===== config.mk =====
export PLATFORM = sky130hd
export DESIGN_NAME = mips_mc_ctrl
export DESIGN_NICKNAME = d
export VERILOG_FILES = /design/src/rtl/mips_mc_ctrl.sv
export SDC_FILE = /design/constraint.sdc
export NUM_CORES = 1
export LEC_CHECK = 0
export BUFFER_PORTS_ARGS = -buffer_cell sky130_fd_sc_hd__buf_2
export CAP_MARGIN = 20
export CORE_ASPECT_RATIO = 0.7
export CORE_UTILIZATION = 25
export CTS_CLUSTER_SIZE = 24
export DETAILED_ROUTE_END_ITERATION = 7
export GPL_ROUTABILITY_DRIVEN = 0
export HOLD_SLACK_MARGIN = 0.08
export SLEW_MARGIN = 20
export SYNTH_ARGS = -nofsm -noshare
export SYNTH_HDL_FRONTEND = slang
export SYNTH_SLANG_ARGS = --single-unit

===== constraint.sdc =====
create_clock -name clk -period 3.79 [get_ports clk]
set_input_delay 0.379 -clock clk [delete_from_list [all_inputs] [get_ports clk]]
set_output_delay 0.379 -clock clk [all_outputs]
set_load 0.01 [all_outputs]

===== src/rtl/mips_mc_ctrl.sv =====
// Multi-cycle control sequencer for the MIPS datapath: walks each instruction
// through FETCH/DECODE/EXEC/MEM/WB and drives the shared memory port handshake.
module mips_mc_ctrl (
  input  logic        clk,
  input  logic        reset,
  input  logic [5:0]  op,
  input  logic [5:0]  funct,
  input  logic        zero,
  input  logic        mem_ready,
  output logic        mem_req,
  output logic        mem_we,
  output logic        pc_we,
  output logic        ir_we,
  output logic        reg_we,
  output logic [2:0]  alu_op,
  output logic [1:0]  alu_src_b,
  output logic [1:0]  reg_dst,
  output logic [1:0]  wd_sel,
  output logic [1:0]  pc_sel,
  output logic [2:0]  state,
  output logic        instr_done,
  output logic [31:0] retired
);

  typedef enum logic [2:0] {
    S_FETCH  = 3'd0,
    S_DECODE = 3'd1,
    S_EXEC   = 3'd2,
    S_MEM    = 3'd3,
    S_WB     = 3'd4
  } state_t;

  typedef struct packed {
    logic       mem_req;
    logic       mem_we;
    logic       pc_we;
    logic       ir_we;
    logic       reg_we;
    logic       instr_done;
    logic [2:0] alu_op;
    logic [1:0] alu_src_b;
    logic [1:0] reg_dst;
    logic [1:0] wd_sel;
    logic [1:0] pc_sel;
  } ctrl_t;

  state_t      state_q, state_d;
  logic [31:0] retired_q, retired_d;
  ctrl_t       ctrl_c, ctrl_o;

  logic is_rtype, is_add, is_sub, is_jr, is_ori, is_lw, is_sw, is_beq, is_lui, is_jal;
  logic supported;

  assign is_rtype  = (op == 6'h00);
  assign is_add    = is_rtype && (funct == 6'h20);
  assign is_sub    = is_rtype && (funct == 6'h22);
  assign is_jr     = is_rtype && (funct == 6'h08);
  assign is_ori    = (op == 6'h0D);
  assign is_lw     = (op == 6'h23);
  assign is_sw     = (op == 6'h2B);
  assign is_beq    = (op == 6'h04);
  assign is_lui    = (op == 6'h0F);
  assign is_jal    = (op == 6'h03);
  assign supported = is_add | is_sub | is_jr | is_ori | is_lw | is_sw | is_beq | is_lui | is_jal;

  // Next-state and strobe decode from the current state and instruction fields
  always_comb begin
    ctrl_c  = '0;
    state_d = state_q;
    case (state_q)
      S_FETCH: begin
        ctrl_c.mem_req = 1'b1;
        if (mem_ready) begin
          ctrl_c.ir_we = 1'b1;
          ctrl_c.pc_we = 1'b1;
          state_d      = S_DECODE;
        end else begin
          state_d = S_FETCH;
        end
      end
      S_DECODE: begin
        if (is_jal) begin
          ctrl_c.reg_we  = 1'b1;
          ctrl_c.reg_dst = 2'd2;
          ctrl_c.wd_sel  = 2'd2;
          ctrl_c.pc_we   = 1'b1;
          ctrl_c.pc_sel  = 2'd2;
          state_d        = S_FETCH;
        end else if (is_jr) begin
          ctrl_c.pc_we  = 1'b1;
          ctrl_c.pc_sel = 2'd3;
          state_d       = S_FETCH;
        end else if (!supported) begin
          state_d = S_FETCH;
        end else begin
          state_d = S_EXEC;
        end
      end
      S_EXEC: begin
        if (is_add) begin
          state_d = S_WB;
        end else if (is_sub) begin
          ctrl_c.alu_op = 3'd1;
          state_d       = S_WB;
        end else if (is_ori) begin
          ctrl_c.alu_op    = 3'd2;
          ctrl_c.alu_src_b = 2'd1;
          state_d          = S_WB;
        end else if (is_lui) begin
          ctrl_c.alu_op    = 3'd3;
          ctrl_c.alu_src_b = 2'd1;
          state_d          = S_WB;
        end else if (is_lw || is_sw) begin
          ctrl_c.alu_src_b = 2'd2;
          state_d          = S_MEM;
        end else if (is_beq) begin
          ctrl_c.alu_op = 3'd1;
          ctrl_c.pc_we  = zero;
          ctrl_c.pc_sel = 2'd1;
          state_d       = S_FETCH;
        end else begin
          state_d = S_FETCH;
        end
      end
      S_MEM: begin
        ctrl_c.mem_req = 1'b1;
        ctrl_c.mem_we  = is_sw;
        if (mem_ready) begin
          state_d = is_lw ? S_WB : S_FETCH;
        end else begin
          state_d = S_MEM;
        end
      end
      S_WB: begin
        ctrl_c.reg_we  = 1'b1;
        ctrl_c.reg_dst = (is_add || is_sub) ? 2'd1 : 2'd0;
        ctrl_c.wd_sel  = is_lw ? 2'd1 : 2'd0;
        state_d        = S_FETCH;
      end
      default: begin
        state_d = S_FETCH;
      end
    endcase
    // A FETCH stall is not a completion; every other return to FETCH is
    ctrl_c.instr_done = (state_d == S_FETCH) && (state_q != S_FETCH);
    retired_d         = retired_q + {31'd0, ctrl_c.instr_done};
  end

  // State and retirement counter, cleared asynchronously
  always_ff @(posedge clk or negedge reset) begin
    if (!reset) begin
      state_q   <= S_FETCH;
      retired_q <= 32'd0;
    end else begin
      state_q   <= state_d;
      retired_q <= retired_d;
    end
  end

  assign ctrl_o     = reset ? ctrl_c : '0;
  assign mem_req    = ctrl_o.mem_req;
  assign mem_we     = ctrl_o.mem_we;
  assign pc_we      = ctrl_o.pc_we;
  assign ir_we      = ctrl_o.ir_we;
  assign reg_we     = ctrl_o.reg_we;
  assign instr_done = ctrl_o.instr_done;
  assign alu_op     = ctrl_o.alu_op;
  assign alu_src_b  = ctrl_o.alu_src_b;
  assign reg_dst    = ctrl_o.reg_dst;
  assign wd_sel     = ctrl_o.wd_sel;
  assign pc_sel     = ctrl_o.pc_sel;
  assign state      = state_q;
  assign retired    = retired_q;

endmodule


# Word-level counts from Yosys, hierarchy flattened
# Index checks and enable logic that the tools add are counted.
# word_totals
reg_bits	35
wordCells	85
inputBits	16
# op_classes
n_mux	50
reduce_logical	11
n_bitwise	8
eq_ne	13
n_addsub	1
# ops
cell	n
adder 32 x 1 -> 32 bit	1
equality test 6 bit (second input constant)	4
2-to-1 mux 3 bit	8
2-to-1 mux 1 bit	23
equality test 6 x 4 -> 1 bit (second input constant)	3
2-to-1 mux 17 bit	1
2-to-1 mux 2 bit	8
2-to-1 mux 4 bit	3
one-hot mux 3 bit (4 select lines)	1
2-to-1 mux 5 bit	2
bitwise OR 1 bit	8
one-hot mux 4 bit (2 select lines)	1
equality test 3 x 2 -> 1 bit (second input constant)	2
equality test 6 x 2 -> 1 bit (second input constant)	1
equality test 6 x 3 -> 1 bit (second input constant)	1
zero test 3 bit	2
zero test 6 bit	1
logical AND 1 bit	4
one-hot mux 2 bit (2 select lines)	1
equality test 3 x 1 -> 1 bit (second input constant)	1
equality test 3 bit (second input constant)	1
one-hot mux 1 bit (3 select lines)	1
nonzero test 3 bit	1
logical OR 1 bit	2
other kinds (2)	2

# Longest topological paths before layout
# Gate-level depths: netlist of run 1.
# depth
word_depth	17
ltp_mapped	13
depth_no_buf	11

# Worst setup path before layout of run 1
# OpenSTA, ideal clock, no wires.
# synth_path
path_type	input -> register
start	input op[3]
end	register retired_q[27] (netlist: retired[27])
t_required_ns	3.665
arrival_time_ns	2.522
path_stages	13
path_slack_ns	1.143
path_cell_list	clkbuf_1 nor3_1 nand4_1 nand3_1 o21bai_1 nor3_1 ha_1 nand2_1 nor3_4 and4_1 buf_6 nand4_1 xnor2_1
# synth_via
elab_chain_len	17
# synth_rtl
element	line	text
start: declaration	6	input logic [5:0] op,
zero test 6 bit	54	assign is_rtype = (op == 6'h00);
logical AND 1 bit, on equally long branches	55, 56	
bitwise OR 1 bit (8 in series)	64	assign supported = is_add | is_sub | is_jr | is_ori | is_lw | is_sw | is_beq | is_lui | is_jal;
2-to-1 mux 2 bit	93	end else if (!supported) begin
2-to-1 mux 3 bit	89	end else if (is_jr) begin
2-to-1 mux 3 bit	82	if (is_jal) begin
one-hot mux 3 bit (4 select lines) *	70	case (state_q)
named net state_d[1]	47	state_t state_q, state_d;
zero test 3 bit *	145	ctrl_c.instr_done = (state_d == S_FETCH) && (state_q != S_FETCH);
logical AND 1 bit *	145	
adder 32 x 1 -> 32 bit *	146	retired_d = retired_q + {31'd0, ctrl_c.instr_done};
named net retired_d[27]	48	logic [31:0] retired_q, retired_d;
end signal: assignment	156	retired_q <= retired_d;
end: declaration	48	
# Mark *: on every way through the listed nets, which the timed path passes. The rest lies on a longest branch.

# Worst setup path after layout of run 1
# layout_path
start	register state_q[0] (netlist: state[0])
end	register retired_q[27] (netlist: retired[27])
# layout_via
elab_chain_len	5
# layout_rtl
element	line	text
start: declaration	47	
start signal: assignment	155	state_q <= state_d;
equality test 3 x 2 -> 1 bit (tied with other cells)	70	
one-hot mux 3 bit (4 select lines) *	70	
named net state_d[1]	47	
zero test 3 bit *	145	
logical AND 1 bit *	145	
adder 32 x 1 -> 32 bit *	146	
named net retired_d[27]	48	
# Marks and branches as above.

==> results of run 1 <==
[critical path, cell delays in order, from the launching register on]
cell and delay [ns]:
dfrtp_1 0.49, inv_1 0.14, a31oi_1 0.16, nor3b_1 0.08, o21bai_1 0.21, nor3_1 0.28, ha_1 0.27, nand2_1 0.12
nor3_4 0.25, and4_1 0.49, nand4_1 0.16, xnor2_1 0.15
[state kept, by name, summed over array words and instances, names as in the netlist]
register and flops:
state 3, retired 32
[cell families (layout without fill, tap and decap cells)]
family,after synthesis,in the layout,share of synthesized area
other cells,1,1,0.001951
buf+inv,12,82,0.03320
simple gates,96,96,0.3041
compound gates,15,15,0.05078
fa+ha+maj,2,2,0.01302
xor+xnor,31,31,0.1413
flops,35,35,0.4557
[power breakdown]
group / switching [uW] / internal, uW
Clock: 140 / 128
Combinational: 82.2 / 67.4
Sequential: 55.2 / 407
Total: 278 / 602
[through the flow]
| step | utilization | setup WS [ns] | cells |
|---|---|---|---|
| 2_1_floorplan | - | 1.143 | 192 |
| 3_3_place_gp | 0.3184 | 0.6792 | 351 |
| 3_5_place_dp | 0.3184 | 0.5800 | 351 |
| 4_1_cts | 0.3319 | 0.8588 | 360 |
| 5_1_grt | 0.3319 | 0.5354 | 360 |
| 6_report | 0.3319 | 0.8618 | 360 |
[cells in the mapped netlist (3+ instances only)]
cell,number
nand4_1,8
nor2_1,13
nor3_1,7
nor3b_1,5
xor2_1,8
and4_1,8
dfrtp_1,35
buf_4,3
and3_1,6
nor2b_1,3
nand2_1,17
a21oi_1,5
inv_1,6
xnor2_1,23
nand3_1,12
nand2b_1,3
[final timing paths]
| kind | endpoint | slack (ns) | startpoint |
|---|---|---|---|
| max reg2reg | retired[27] | 0.86 | state[0] |
| min reg2reg | retired[31] | 0.47 | retired[31] |
| max in group asynchronous | retired[9] | 2.58 | reset |
| min | state[2] | 0.46 | op[3] |
| min in group asynchronous | state[2] | 0.53 | reset |
| max | retired[27] | 0.86 | state[0] |
[routing by layer]
metal | routed length, um | up-vias
met5 | 0 | -
met4 | 40 | 0
met3 | 194 | 4
met2 | 2004 | 43
met1 | 2420 | 772
li1 | - | 814
[final cells by class]
cell class                 instances  area [um^2]  share of cell area
clock buffer                       5        68.82             0.02821
clock inverter                     3        20.02            0.008205
inverter                           6        22.52            0.009231
multi-input combinational        145        982.2              0.4026
sequential                        35        875.8              0.3590
tap                               98        122.6             0.05026
timing repair buffer              68        347.8              0.1426
==> run metrics, run 1 <==
fin crit share 0.7726; routed wire length 4.659 mm; fmax 341.5 MHz; post-cts hold buffer count 1; EDFF count, synth 0; leading area contributor after synthesis dfrtp_1; post-CTS setup-driven buffer insertion count 0; most common cell after layout, fill and taps aside buf_2; maximum fanout count along the critical path 11; post-place instance area 2341 um^2; Slew Limit Fails 0; Die Wd 106.8 um; data required time at the worst endpoint 3.96 ns; nature of the critical path endpoint flip-flop; final setup skew 0.009057 ns; antenna fix cells 0; Clk pin slew, worst setup/hold paths 0.08 ns; post-synth top area share 0.4557; clock tree from TritonCTS yes; H-tree depth 2; run status finished, final reports clean; Syn Nets 210; clock latency on the worst-skew pair 0.28 ns; cells taking the most area after synthesis dfrtp_1 (46%), xnor2_1 (10%), and4_1 (3.6%), xor2_1 (3.6%), nand2_1 (3.3%); CTS buffer count 5; fraction of layout cells with a size suffix above 1 0.3130; area grow syn2layout 26.95%; sequential area share after synthesis 0.4557; pin count of the biggest net entering global routing 32; Critical Path Start Type flip-flop; Mapped Area 1922 um^2; GRT met2 Usage 0.1656; DIE HEIGHT 75.36 um; initial antenna violation count 0; flop and latch count out of synthesis 35; via count of the first global-routing pass 1,435; number of DRC violations after detailed-routing iteration 0 155; DPL Wire Length 3.553 mm; path type of the worst min-delay path in2reg; WHS Path Cells 2; layer with the highest usage after global routing met1; hold violation count in the final report 0; final critical delay including setup and external delays 2.928 ns; met3 GRT Util 0.02566; root buffer cell clkbuf_8; DRC violation count after routing 0; maximum count of clock buffers along a single path 2; commonest cells after routing, fill and taps aside buf_2 (66), dfrtp_1 (35), xnor2_1 (23); endpoint arrival time on the critical path 3.10 ns; Post-Layout Inst Area 2440 um^2; path depth of the worst reg2reg path 11; largest vdd supply drop 150.1 uV; total I/O pin count 68; number of buffers added on ports 66; count of endpoints failing setup in the final report 0; synthesized instance count 192; grt met1 use 0.1725; routed wirelength normalized by instance count 12.94 um; max-cap check violation count 0; leakage dissipation 0.001228 uW; standard-cell row count 26; area of the die 8048 um^2; initial core utilization 0.2614; Mean Syn Cell Area 10.01 um^2; count of distinct cell types in the synthesized netlist 41; class of the most critical setup path reg2reg; number of clock sinks 35; number of antenna-violating nets in the routed design 0; overall global routing resource usage 0.1153; unrepaired setup endpoints after global routing no; core outline area 7352 um^2; first-pass iteration count of the detailed router 5; asr flop ratio synth 1.000; total congestion overflow 0; Warnings, synthesis 0; Post-Route Hold Slack 0.4564 ns; sum of negative setup slack 0 ns; vias post-DR 1,633; Pwr Density 360.5 nW/um^2; number of cells upsized or downsized after cts 0; filler instances 771; overall power of the completed layout 879.6 uW; total number of nets in the final design 279; first-pass GRT wire length 7.238 mm; Most used DFF post-synth dfrtp_1; drt via density 4.536
Power figures use the tool's default switching activity.
==> run 2: changes to the inputs <==
--- a/config.mk
+++ b/config.mk
@@ -5,6 +5,7 @@
 export SDC_FILE = /design/constraint.sdc
 export NUM_CORES = 1
 export LEC_CHECK = 0
+export ABC_AREA = 1
 export BUFFER_PORTS_ARGS = -buffer_cell sky130_fd_sc_hd__buf_2
 export CAP_MARGIN = 20
 export CORE_ASPECT_RATIO = 0.7
==> constraint.sdc (replaced) <==
create_clock -name clk -period 2.7 [get_ports clk]
set_input_delay 0.27 -clock clk [delete_from_list [all_inputs] [get_ports clk]]
set_output_delay 0.27 -clock clk [all_outputs]
set_load 0.01 [all_outputs]
==> run metrics, run 2 <==
run status finished, final reports clean; path depth of the worst reg2reg path 13 (+2); Critical Path Start Type flip-flop; overall power of the completed layout 1405 uW (+60%); Most used DFF post-synth dfrtp_1; unrepaired setup endpoints after global routing no; cells taking the most area after synthesis dfrtp_1 (41%), nor2_1 (9.1%), nand2_1 (8.0%), xor2_1 (7.7%), inv_1 (5.9%); number of cells upsized or downsized after cts 0 (unchanged); Crit Reg-Reg Endpoint retired[20]; post-synth top area share 0.4065 (-0.04923); first-pass GRT wire length 9.839 mm (+36%); routed wire length 6.110 mm (+31%); WHS Path Cells 3 (+1); clock latency on the worst-skew pair 0.27 ns (about the same); Die Wd 113.0 um (+5.8%); initial antenna violation count 0 (unchanged); drt via density 4.595 (+1.3%); total congestion overflow 0 (unchanged); Switching Fraction 0.2788 (-0.03691); pin count of the biggest net entering global routing 24 (-25%); via count of the first global-routing pass 1,908 (+33%); sequential area share after synthesis 0.4065 (-0.04923); flip-flop count of the largest register after layout 32 (unchanged); area of the die 9000 um^2 (+12%); power share of the clock group 0.397 (+0.092); cell with the largest stage delay on the worst path dfrtp_1; leakage dissipation 0.001451 uW (+18%); flop and latch count out of synthesis 35 (unchanged); final critical delay including setup and external delays 2.439 ns (-0.4891 ns); routed wirelength normalized by instance count 13.67 um (+5.6%); filler instances 883 (+15%); count leader, synth nor2_1; final setup skew 0.003556 ns (-0.005501 ns); total I/O pin count 68 (unchanged); total number of nets in the final design 364 (+30%); nature of the critical path endpoint flip-flop; area grow syn2layout 27.64%; H-tree depth 2 (unchanged); class of the most critical setup path reg2reg; synthesized instance count 274 (+43%); leading area contributor after synthesis dfrtp_1; worst-case register-to-register setup slack 0.26 ns (-0.60 ns); Clk pin slew, worst setup/hold paths 0.05 ns (-0.03 ns); top cells by instance count after synthesis nor2_1 (52), nand2_1 (46), dfrtp_1 (35); clock tree from TritonCTS yes; internal power 1013 uW (+68%); sum of negative setup slack 0 ns (unchanged); Non-Filler Instances 447 (+24%); fraction of layout cells with a size suffix above 1 0.2832 (-0.02974); standard-cell row count 27 (+3.8%); DIE HEIGHT 79.67 um (+5.7%); Pwr Density 510.8 nW/um^2 (+42%); root buffer cell clkbuf_16; sequential cell fraction of total power 0.450 (-0.075); number of DRC violations after detailed-routing iteration 0 182 (+17%); hold violation count in the final report 0 (unchanged); initial core utilization 0.2657 (+0.004338); count of distinct cell types in the synthesized netlist 28 (-32%); fmax 410.0 MHz (+20%); Post-Layout Inst Area 2750 um^2 (+13%); count of endpoints failing setup in the final report 0 (unchanged); path type of the worst min-delay path in2reg; startpoint of the worst hold path mem_ready; post-place instance area 2596 um^2 (+11%); maximum count of clock buffers along a single path 2 (unchanged); post-CTS setup-driven buffer insertion count 0 (unchanged); net switching power figure 391.7 uW (+41%); portion of total power attributed to combinational logic 0.154 (-0.016); cell total after placement 439 (+25%); antenna fix cells 0 (unchanged); post-cts hold buffer count 1 (unchanged); DRC violation count after routing 0 (unchanged); most common cell after layout, fill and taps aside buf_2; FF-to-FF Start state[1]; DPL Wire Length 5.001 mm (+41%); number of clock sinks 35 (unchanged); max-cap check violation count 0 (unchanged); number of antenna-violating nets in the routed design 0 (unchanged); Mapped Area 2155 um^2 (+12%); fin crit share 0.9034 (+0.1308); cell-by-cell trace of the critical path inv_1 -> nor3_1 -> nand2_1 -> o21ai_0 -> nor2_1 -> nand3_1 -> inv_1 -> ha_1 -> nand2_2 -> nor2_4 -> nand2_2 -> nor3_1 -> xor2_1; asr flop ratio synth 1.000 (unchanged); Mean Syn Cell Area 7.863 um^2 (-21%); Warnings, synthesis 0 (unchanged); overall global routing resource usage 0.1416 (+0.02627); core outline area 8108 um^2 (+10%); data required time at the worst endpoint 2.90 ns (-1.06 ns); EDFF count, synth 0 (unchanged); maximum fanout count along the critical path 5 (-6); number of buffers added on ports 66 (unchanged); vias post-DR 2,054 (+26%); commonest cells after routing, fill and taps aside buf_2 (66), nor2_1 (52), nand2_1 (46); Worst Hold Endpoint state[1]; largest vdd supply drop 199.6 uV (+33%); Syn Nets 292 (+39%); Slew Limit Fails 0 (unchanged); CTS buffer count 5 (unchanged); first-pass iteration count of the detailed router 4 (-1); Max stage delay on crit path 0.39 ns (-0.10 ns); endpoint arrival time on the critical path 2.64 ns (-0.46 ns)
[run 2: metrics by stage]
step / util / hold slack, ns / setup WS [ns]
2_1_floorplan: - / -0.02559 / 0.5908
3_5_place_dp: 0.3202 / 0.2229 / 0.2171
4_1_cts: 0.3392 / 0.4020 / 0.2728
5_1_grt: 0.3392 / 0.4410 / 0.008204
6_report: 0.3392 / 0.4137 / 0.2609
3_3_place_gp: 0.3202 / 0.2206 / 0.2284
[run 2: worst max-delay path by stage]
stage,from,end,slack (ns),depth (start not counted)
6_report,state[1],retired[20],0.26,13
2_1_floorplan,state[1],retired[28],0.59,14
3_3_place_gp,op[0],retired[28],0.23,17
5_1_grt,state[1],retired[28],0.008,14
3_5_place_dp,op[0],retired[28],0.22,17
4_1_cts,state[1],retired[28],0.27,14
[run 2: logic make-up (layout without fill, tap and decap cells)]
group           after synthesis  after routing  synth area share
xor+xnor                     27             27            0.1098
simple gates                157            157            0.3618
flops                        35             35            0.4065
other cells                   1              1          0.001740
buf+inv                      39            111           0.07317
fa+ha+maj                     2              2           0.01161
compound gates               13             13           0.03543
[run 2: layout make-up]
class,instances,area (um^2),area share
clock buffer,6,138.9,0.05050
timing repair buffer,68,347.8,0.1265
inverter,36,135.1,0.04914
tap,101,126.4,0.04595
multi-input combinational,200,1121,0.4076
sequential,35,875.8,0.3185
clock inverter,1,5.005,0.001820
[run 2: power groups by stage]
stage	Combinational, uW	Clock, uW	Sequential [uW]
detailed placement	216	0	641
finish	216	557	632
floorplan	98.7	0	652
global route	242	597	639
CTS	221	572	632
global placement	216	0	638
[run 2: per-layer routing]
layer,up-vias,share of wire,GRT usage
met5,-,0,0
met4,0,0.0029,0.02368
met3,3,0.053,0.02809
met2,64,0.41,0.2086
met1,967,0.54,0.2138
li1,1020,-,-
[run 2: critical path: cells and delay by family, from the launching register on]
kind / cells / cell delay (ns)
flip-flops: 1 / 0.39
adder cells (fa/ha/maj): 1 / 0.18
XOR/XNOR: 1 / 0.18
buffers and inverters: 2 / 0.19
AO/OA/AOI/OAI: 1 / 0.13
AND/OR/NAND/NOR: 8 / 1.30
==> run 3: changes to the inputs <==
--- a/config.mk
+++ b/config.mk
@@ -8,12 +8,15 @@
 export ABC_AREA = 1
 export BUFFER_PORTS_ARGS = -buffer_cell sky130_fd_sc_hd__buf_2
 export CAP_MARGIN = 20
+export CELL_PAD_IN_SITES_DETAIL_PLACEMENT = 1
+export CELL_PAD_IN_SITES_GLOBAL_PLACEMENT = 2
 export CORE_ASPECT_RATIO = 0.7
 export CORE_UTILIZATION = 25
 export CTS_CLUSTER_SIZE = 24
 export DETAILED_ROUTE_END_ITERATION = 7
 export GPL_ROUTABILITY_DRIVEN = 0
 export HOLD_SLACK_MARGIN = 0.08
+export PLACE_DENSITY_LB_ADDON = 0.1
 export SLEW_MARGIN = 20
 export SYNTH_ARGS = -nofsm -noshare
 export SYNTH_HDL_FRONTEND = slang
==> run metrics, run 3 (same netlist as run 2, synthesis figures left out) <==
fin crit share 0.8923 (-0.01108); initial antenna violation count 0 (unchanged); routed wire length 7.162 mm (+17%); Clk pin slew, worst setup/hold paths 0.05 ns (about the same); number of clock sinks 35 (unchanged); Post-Layout Inst Area 2795 um^2 (+1.6%); crit path setup slack, layout 0.2908 ns (+0.02991 ns); Critical Path Start Type flip-flop; antenna fix cells 0 (unchanged); vias post-DR 2,044 (-0.49%); drt via density 4.552 (-0.93%); max-cap check violation count 0 (unchanged); worst max-slew margin expressed relative to the limit 0.6382; class of the most critical setup path reg2reg; Pwr Density 546.9 nW/um^2 (+7.1%); startpoint of the worst hold path mem_ready; actual slew at the worst max-slew pin 0.5427 ns; number of DRC violations after detailed-routing iteration 0 73 (-60%); endpoint arrival time on the critical path 2.62 ns (-0.02 ns); H-tree depth 2 (unchanged); source of the critical timing path state[1]; DRC violation count after routing 0 (unchanged); area grow syn2layout 29.73%; number of buffers added on ports 66 (unchanged); root buffer cell clkbuf_16; final critical delay including setup and external delays 2.409 ns (-0.02991 ns); commonest cells after routing, fill and taps aside buf_2 (66), nor2_1 (51), nand2_1 (46); area of the die 9000 um^2 (unchanged); total number of nets in the final design 365 (+0.27%); total congestion overflow 0 (unchanged); initial core utilization 0.2657 (unchanged); Die Wd 113.0 um (unchanged); maximum count of clock buffers along a single path 2 (unchanged); post-placement worst setup slack 0.03283 ns (-0.1842 ns); core outline area 8108 um^2 (unchanged); Slew Limit Fails 0 (unchanged); total I/O pin count 68 (unchanged); count of endpoints failing setup in the final report 0 (unchanged); data required time at the worst endpoint 2.91 ns (about the same); DIE HEIGHT 79.67 um (unchanged); most common cell after layout, fill and taps aside buf_2; standard-cell row count 27 (unchanged); post-CTS setup-driven buffer insertion count 0 (unchanged); Util after Layout 0.3448 (+0.005555); CTS buffer count 5 (unchanged); overall power of the completed layout 1529 uW (+8.8%); FF-to-FF Start state[1]; overall global routing resource usage 0.1765 (+0.03489); via count of the first global-routing pass 2,038 (+6.8%); flip-flop count of the largest register after layout 32 (unchanged); final setup skew 0.007820 ns (+0.004263 ns); maximum fanout count along the critical path 5 (unchanged); leakage dissipation 0.001473 uW (+1.6%); hold violation count in the final report 0 (unchanged); path type of the worst min-delay path in2reg; clock latency on the worst-skew pair 0.28 ns (about the same); post-place instance area 2604 um^2 (+0.29%); nature of the critical path endpoint flip-flop; fmax 415.1 MHz (+1.2%); sum of negative setup slack 0 ns (unchanged); clock tree from TritonCTS yes; run status finished, final reports clean; pin count of the biggest net entering global routing 24 (unchanged); number of antenna-violating nets in the routed design 0 (unchanged); largest vdd supply drop 259.9 uV (+30%); first-pass GRT wire length 11.83 mm (+20%); unrepaired setup endpoints after global routing no; fraction of layout cells with a size suffix above 1 0.2931 (+0.009866); first-pass iteration count of the detailed router 4 (unchanged); DPL Wire Length 5.965 mm (+19%); routed wirelength normalized by instance count 15.95 um (+17%)
run 3: cell types whose count changed in the layout (fill, tap and decap cells not counted):
cell	previous run	this run
nor2_2	2	3
nor3_2	5	6
buf_4	1	2
bufinv_16	0	1
nor2_1	52	51
nor3_1	10	9
run 3: power by group:
group,internal [uW],switching (uW)
logic,84.4,134
clock network,459,218
registers,569,64.8
run 3: repair_timing:
action	in CTS	in global routing
setup endpoints to repair	0	11
hold buffers	1	0
gates resized for setup	0	2
endpoints found under the hold margin	17	0
run 3: through the flow:
step | std cells | hold slack, ns
global placement | 440 | 0.2945
CTS | 449 | 0.4096
finish | 449 | 0.4077
detailed placement | 440 | 0.3000
floorplan | 274 | -0.02559
global route | 449 | 0.4295
run 3: routing by layer:
metal,up-vias,global-route usage,share of wire
li1,1023,-,-
met1,969,0.3040,0.61
met2,44,0.2043,0.34
met3,8,0.03493,0.041
met4,0,0.04342,0.0084
met5,-,0,0
run 3: path summary, 6_finish.rpt:
check                      depth (start not counted)     endpoint  slack [ns]
min reg2reg                                        1  retired[31]        0.48
min in group asynchronous                          2   retired[0]        0.51
max                                               13  retired[20]        0.29
min                                                3     state[1]        0.41
max in group asynchronous                          3  retired[10]        1.52
max reg2reg                                       13  retired[20]        0.29
run 3: area by class of cell:
cell class / instances / area [um^2]
clock buffer: 6 / 138.9
timing repair buffer: 69 / 355.3
tap: 101 / 126.4
multi-input combinational: 200 / 1129
sequential: 35 / 875.8
fill: 999 / 5313
clock inverter: 2 / 35.03
inverter: 36 / 135.1
run 3: worst max-delay path, stage by stage (launching register included):
cell and delay (ns):
dfrtp_1 0.39, inv_1 0.11, nor3_2 0.08, nand2_1 0.09, o21ai_0 0.11, nor2_1 0.16
nand3_1 0.12, inv_1 0.09, ha_1 0.18, nand2_2 0.09, nor2_4 0.19, nand2_2 0.16
nor3_1 0.38, xor2_1 0.17
